## src/rtl/axis_chk_syn.sv

```systemverilog
// AXI-Stream sink that checks an incrementing-word stream frame by frame.
// Reports frame count, error count and pass/fail, with LFSR-throttled tready.
module axis_chk_syn #(
   parameter int DATA_WIDTH = 32,
   parameter int FRAME_LEN  = 16,
   parameter int NUM_FRAMES = 4,
   parameter int EXP_DEST   = 0,
   parameter int THROTTLE   = 1
) (
   input  logic                    clk,
   input  logic                    rst,
   input  logic                    start,
   input  logic [DATA_WIDTH-1:0]   S_AXIS_tdata,
   input  logic [3:0]              S_AXIS_tdest,
   input  logic [DATA_WIDTH/8-1:0] S_AXIS_tkeep,
   input  logic                    S_AXIS_tlast,
   input  logic                    S_AXIS_tvalid,
   output logic                    S_AXIS_tready,
   output logic                    busy,
   output logic                    done,
   output logic                    pass,
   output logic [15:0]             frame_cnt,
   output logic [15:0]             err_cnt
);

   if (DATA_WIDTH % 8 != 0 || FRAME_LEN < 1 || NUM_FRAMES < 1) begin : g_param_chk
      $fatal(1, "axis_chk_syn: illegal parameters");
   end

   localparam int                    KW          = DATA_WIDTH / 8;
   localparam logic [31:0]           LAST_IDX    = 32'(FRAME_LEN - 1);
   localparam logic [15:0]           FINAL_FRAME = 16'(NUM_FRAMES - 1);
   localparam logic [DATA_WIDTH-1:0] ONE_W       = 1;

   typedef enum logic [1:0] {S_IDLE, S_RUN, S_DONE} state_t;

   state_t                r_state;
   logic                  r_tready, r_busy, r_done, r_pass;
   logic [15:0]           r_frame_cnt, r_err_cnt;
   logic [31:0]           r_idx;
   logic [DATA_WIDTH-1:0] r_word;
   logic [15:0]           r_lfsr;

   logic                  w_acc, w_at_last, w_mis, w_eof, w_final;
   logic [15:0]           w_err_nxt, w_lfsr_nxt;

   assign w_acc     = (r_state == S_RUN) && r_tready && S_AXIS_tvalid;
   assign w_at_last = (r_idx == LAST_IDX);
   // Any number of mismatching fields on one beat is a single error.
   assign w_mis     = (S_AXIS_tdata != r_word) || (S_AXIS_tkeep != {KW{1'b1}}) ||
                      (S_AXIS_tdest != 4'(EXP_DEST)) || (S_AXIS_tlast != w_at_last);
   // Frame closes on tlast (resync) or on reaching FRAME_LEN beats.
   assign w_eof     = S_AXIS_tlast || w_at_last;
   assign w_final   = w_acc && w_eof && (r_frame_cnt == FINAL_FRAME);
   assign w_err_nxt = (w_acc && w_mis && r_err_cnt != 16'hFFFF) ? r_err_cnt + 16'd1 : r_err_cnt;
   assign w_lfsr_nxt = {r_lfsr[0] ^ r_lfsr[2] ^ r_lfsr[3] ^ r_lfsr[5], r_lfsr[15:1]};

   always_ff @(posedge clk or negedge rst) begin
      if (!rst) begin
         r_state     <= S_IDLE;
         r_tready    <= 1'b0;
         r_busy      <= 1'b0;
         r_done      <= 1'b0;
         r_pass      <= 1'b0;
         r_frame_cnt <= '0;
         r_err_cnt   <= '0;
         r_idx       <= '0;
         r_word      <= '0;
         r_lfsr      <= 16'hACE1;
      end else begin
         r_done <= 1'b0;
         case (r_state)
            S_IDLE: if (start) begin
               r_state     <= S_RUN;
               r_busy      <= 1'b1;
               r_tready    <= (THROTTLE != 0) ? r_lfsr[0] : 1'b1;
               r_idx       <= '0;
               r_word      <= '0;
               r_frame_cnt <= '0;
               r_err_cnt   <= '0;
               r_pass      <= 1'b0;
            end
            S_RUN: begin
               r_lfsr    <= w_lfsr_nxt;
               r_tready  <= (THROTTLE != 0) ? w_lfsr_nxt[0] : 1'b1;
               r_err_cnt <= w_err_nxt;
               if (w_acc) begin
                  r_word <= r_word + ONE_W;
                  if (w_eof) begin
                     r_idx       <= '0;
                     r_frame_cnt <= r_frame_cnt + 16'd1;
                  end else begin
                     r_idx <= r_idx + 32'd1;
                  end
               end
               if (w_final) begin
                  r_state  <= S_DONE;
                  r_busy   <= 1'b0;
                  r_tready <= 1'b0;
                  r_done   <= 1'b1;
                  r_pass   <= (w_err_nxt == 16'd0);
               end
            end
            S_DONE:  r_state <= S_IDLE;
            default: r_state <= S_IDLE;
         endcase
      end
   end

   assign S_AXIS_tready = r_tready;
   assign busy          = r_busy;
   assign done          = r_done;
   assign pass          = r_pass;
   assign frame_cnt     = r_frame_cnt;
   assign err_cnt       = r_err_cnt;

endmodule

```

## config.mk

```make
export PLATFORM = sky130hd
export DESIGN_NAME = axis_chk_syn
export DESIGN_NICKNAME = d
export VERILOG_FILES = /design/src/rtl/axis_chk_syn.sv
export SDC_FILE = /design/constraint.sdc
export NUM_CORES = 1
export LEC_CHECK = 0
export CAP_MARGIN = 5
export CORE_MARGIN = 3
export CORE_UTILIZATION = 38
export DETAILED_ROUTE_END_ITERATION = 6
export DONT_BUFFER_PORTS = 1
export GPL_TIMING_DRIVEN = 0
export PLACE_DENSITY_LB_ADDON = 0.25
export SKIP_CTS_REPAIR_TIMING = 1
export SLEW_MARGIN = 20
export SYNTH_ARGS = -nofsm -noshare
export SYNTH_HDL_FRONTEND = slang
export SYNTH_SLANG_ARGS = --single-unit
```

## constraint.sdc

```tcl
create_clock -name clk -period 8.1 [get_ports clk]
set_clock_uncertainty 0.2 [all_clocks]
set_input_delay 1.62 -clock clk [delete_from_list [all_inputs] [get_ports clk]]
set_output_delay 1.62 -clock clk [all_outputs]
set_load 0.02 [all_outputs]
```

==> Yosys cells after proc, flatten, opt, wreduce, memory -nomap -nowiden <==
Cells that the tools add are included.
{ "classes": {"n_addsub": 4, "n_eq_ne": 11, "mux": 26, "n_bitwise": 3, "n_reduce_logical": 19} }
{ "op_table": {"columns": ["operator", "n"], "rows": [
  ["two-way mux 32 bit", 4],
  ["case mux 32 bit (2 select lines)", 2],
  ["adder 32 x 1 -> 32 bit, second input constant", 2],
  ["two-way mux 16 bit", 4],
  ["case mux 16 bit (2 select lines)", 2],
  ["adder 16 x 1 -> 16 bit, second input constant", 2],
  ["equality test 32 x 4 -> 1 bit, second input constant", 1],
  ["inequality test 32 bit", 1],
  ["equality test 16 x 2 -> 1 bit, second input constant", 1],
  ["logical NOT 16 bit", 1],
  ["inequality test 16 bit, second input constant", 1],
  ["two-way mux 1 bit", 8],
  ["inequality test 2 bit, second input constant", 4],
  ["logical AND 1 bit", 6],
  ["case mux 1 bit (2 select lines)", 3],
  ["AND reduction 3 bit", 2],
  ["logical OR 1 bit", 4],
  ["two-way mux 2 bit", 2],
  ["inequality test 4 bit, second input constant", 1],
  ["case mux 2 bit (2 select lines)", 1],
  ["AND reduction 2 bit", 2],
  ["AND reduction 4 bit", 1],
  ["nonzero test 4 bit", 1],
  ["XOR 1 bit", 3],
  ["other kinds (4)", 4]
]} }
{ "totals": {"reg_bits": 118, "out_inout_bits": 36, "word_cells": 73} }

==> Depth between registers and ports, before layout <==
{ "logic_depth": {"word_depth": 10, "depth_mapped": 14} }

==> Worst setup path after synthesis <==
Ideal clock, no wire load.
{ "synth_timing": {"path_type": "input port to flip-flop", "from": "input S_AXIS_tlast", "to": "register r_frame_cnt[13], in the netlist frame_cnt[13]", "setup_ns": 0.132, "arrival_time_ns": 3.491, "path_slack_ns": 4.277, "path_stages": 11, "n_path_buf": 1, "path_cell_list": "inv_1 -> ha_1 -> clkbuf_1 -> nand4b_1 -> a21oi_2 -> nand3_1 -> nor3_1 -> and4_1 -> nand3_1 -> xor2_1 -> nor2_1"} }
{ "synth_between": {"elab_chain_cells": 3} }
{ "synth_rtl": {"columns": ["item", "line_no", "text"], "rows": [
  ["from (decl)", "16", "input logic S_AXIS_tlast,"],
  ["logical OR 1 bit", "53", "assign w_eof = S_AXIS_tlast || w_at_last;"],
  ["inequality test 2 bit (no line)", null, null],
  ["AND reduction 4 bit (no line)", null, null],
  ["to (signal assigned)", "91", "r_frame_cnt <= r_frame_cnt + 16'd1;"],
  ["to (decl)", "39", "logic [15:0] r_frame_cnt, r_err_cnt;"]
]} }
No other way between the ends.
A chain may end at the register's enable or synchronous reset.

==> Worst setup path after layout <==
{ "layout_timing": {"from": "register r_idx[21]", "to": "register r_frame_cnt[15], in the netlist frame_cnt[15]"} }
{ "layout_between": {"elab_chain_cells": 4} }
{ "layout_rtl": {"columns": ["item", "line_no", "text"], "rows": [
  ["from (decl)", "40", "logic [31:0] r_idx;"],
  ["from (signal assigned)", "93", "r_idx <= r_idx + 32'd1;"],
  ["equality test 32 x 4 -> 1 bit", "48", "assign w_at_last = (r_idx == LAST_IDX);"],
  ["logical OR 1 bit", "53", null],
  ["inequality test 2 bit (no line)", null, null],
  ["AND reduction 4 bit (no line)", null, null]
]} }
No other way between the ends.

==> results.yml <==
drt:
  via_per_inst: 5.390
  drt_iter0_drc: 294
  via_count: 5067
  wl_per_cell_um: 16.23
  routed_wirelength_um: 15260
  drc: 0
  drtAntennaViolNets: 0
  dr.pass1.iters: 5
cts:
  clk_latency_ns: 0.41
  ctsLongestPathBuffers: 2
  clk_pin_slew_ns: 0.06
  htreeDepth: 4
  clock_sinks: 118
  cts_tree: "yes"
  cts_root_buf: "clkbuf_16"
  numCtsBuffers: 17
worst_setup_path:
  critPathKind: "reg2reg"
  critPathSlowestCell: "nor3_1"
  cpPeakStageDelay_ns: 0.55
  cp_top_family: "simple AND/OR/NAND/NOR gates"
  crit_buf_inv: 1
  cp.required_ns: 8.17
  cp_common_cell: "nand3_1"
  startpoint_type: "flip-flop"
  cp_cell_sequence: "nor4_1 -> nand3_1 -> or3_1 -> ha_1 -> clkbuf_1 -> nand4b_1 -> a21oi_2 -> nand3_1 -> nor3_1 -> and4_1 -> nand3_1 -> xor2_1 -> nor2_1"
  crit_arrival_ns: 4.32
  crit_path_end_kind: "flip-flop"
  critical_path_peak_fanout: 9
final_layout:
  insertedDiodeCount: 0
  drive_above_1_share: 0.08702
  fin_cells: 940
  nFillCells: 1556
  layout_common_cells: "110 x dfrtp_1, 90 x nand2_1, 88 x nor2_1"
  final_common_cell: "dfrtp_1"
  register_area_mm2: 0.002963
  fin_util: 0.4498
  multi_input_area_mm2: 0.003273
  nNetsFinal: 761
  area_growth_pct: 13.73
placed_design:
  dp.cells: 908
  io_buffers: 0
  routabilityCongestion: 0.8501
  place_hpwl_um: 10750
min_path:
  hp-class: "reg2reg"
logic_synthesis:
  ys_types: 64
  netlist.area_leader.share: 0.4304
  yosysWarningCount: 0
  syn_inst: 692
  postSynth.asyncResetShare: 1.000
  ys_seq_area_frac: 0.4632
  yosysTopAreaCell: "dfrtp_1"
  synth_seq_cells: 118
  synth_edf_count: 0
  ys.flop_type: "dfrtp_1"
  syn_avg_cell_area_um2: 9.243
  synth_area_leaders: "dfrtp_1 43%, xor2_1 9.9%, nand2_1 5.3%"
  synth_area_mm2: 0.006396
  syn_nets: 742
flow_run:
  maxCapViolCount: 0
sta:
  fin_setup_tns_ns: 0
  finalCritPeriodShare: 0.5238
  timing.hold.ws_ns: 0.2551
  worst_pin_slew_ns: 0.8980
  fmax_ghz: 0.2357
  rsz0062_at_grt: "no"
  finalMaxSlewViolations: 0
  finalSetupViolations: 0
  period_minus_slack_ns: 4.243
  slew_headroom: 0.3963
  hold_viol_final: 0
grt:
  antenna_found_initial: 0
  grt_use_total: 0.1724
  grt_max_degree: 119
  grt_pass1_vias: 5017
  grt_pass1_wl_um: 25240
  grt-ovfl-total: 0
floorplanning:
  fp.dieW_um: 135.7
  io_pins: 81
  core_mm2: 0.01617
  rows: 46
  die_h_um: 135.7
  start_util: 0.3955
  dieArea_mm2: 0.01842
power:
  power.density_mw_per_mm2: 192.2
  p_leak_uw: 0.003202
  ir_worst_vdd_uv: 159.9
run_status:
  status: "finished clean"
[cells in the mapped netlist, types with 7 or more instances]
master,n
nor4_1,19
and3_1,13
xor2_1,72
o21ai_0,27
nor2_1,88
nand3_1,39
dfstp_2,8
clkbuf_1,19
nand2_1,90
a21oi_1,26
dfrtp_1,110
and4_1,7
nand4_1,22
xnor2_1,25
nor3_1,11
or3_1,16
inv_1,12
[cell type report]
class / count / share of cell area
Tap cell: 216 / 0.03715
Clock buffer: 19 / 0.06226
Buffer: 26 / 0.01582
Clock inverter: 13 / 0.02133
Multi-Input combinational cell: 536 / 0.4499
Sequential cell: 118 / 0.4073
Inverter: 12 / 0.006192
[where the power goes]
part / switching [uW] / internal [uW]
clock network: 270 / 497
registers: 11.3 / 595
logic: 11.7 / 11.9
[per-stage QoR]
stage	cell area [um^2]	worst slack (ns)	power [uW]
4_1_cts	7274	3.882	1410
6_report	7274	3.857	1398
5_1_grt	7274	3.515	1450
3_5_place_dp	6666	3.654	640.4
3_3_place_gp	6666	3.785	639.0
2_1_floorplan	6396	4.277	633.6
[final timing paths]
kind                       startpoint             to  slack, ns  cells after the start
setup / recovery            r_idx[21]  frame_cnt[15]       3.86                     13
hold / removal              r_lfsr[7]      r_lfsr[6]       0.26                      2
setup reg to reg            r_idx[21]  frame_cnt[15]       3.86                     13
hold reg to reg             r_lfsr[7]      r_lfsr[6]       0.26                      2
max in group asynchronous         rst     r_lfsr[11]       6.74                      0
min in group asynchronous         rst    err_cnt[10]       0.71                      0
[state kept, by name (all words and copies together), names as in the netlist, 2 cells and up]
register / flops
frame_cnt: 16
r_state: 2
r_lfsr: 16
err_cnt: 16
r_word: 32
r_idx: 32
[tightest hold or removal path, stage by stage, from the launching register on]
cell,delay [ns]
dfstp_2,0.36
nand2_1,0.05
nand2_1,0.04
[per-layer routing]
layer	track usage	vias up	wire length, um
met1	0.2276	2488	7040
met4	0.05711	0	180
met2	0.2671	107	7088
met5	0	-	0
met3	0.05795	11	949
li1	-	2461	-
[cells by family after synthesis]
family,count (synthesis),synth area share
compound gates,93,0.09331
fa+ha+maj,5,0.009781
simple gates,333,0.2629
flops,118,0.4632
mux,8,0.01291
xor+xnor,97,0.1328
buf+inv,38,0.02504
Note: power is estimated with default switching activity, not from simulation.
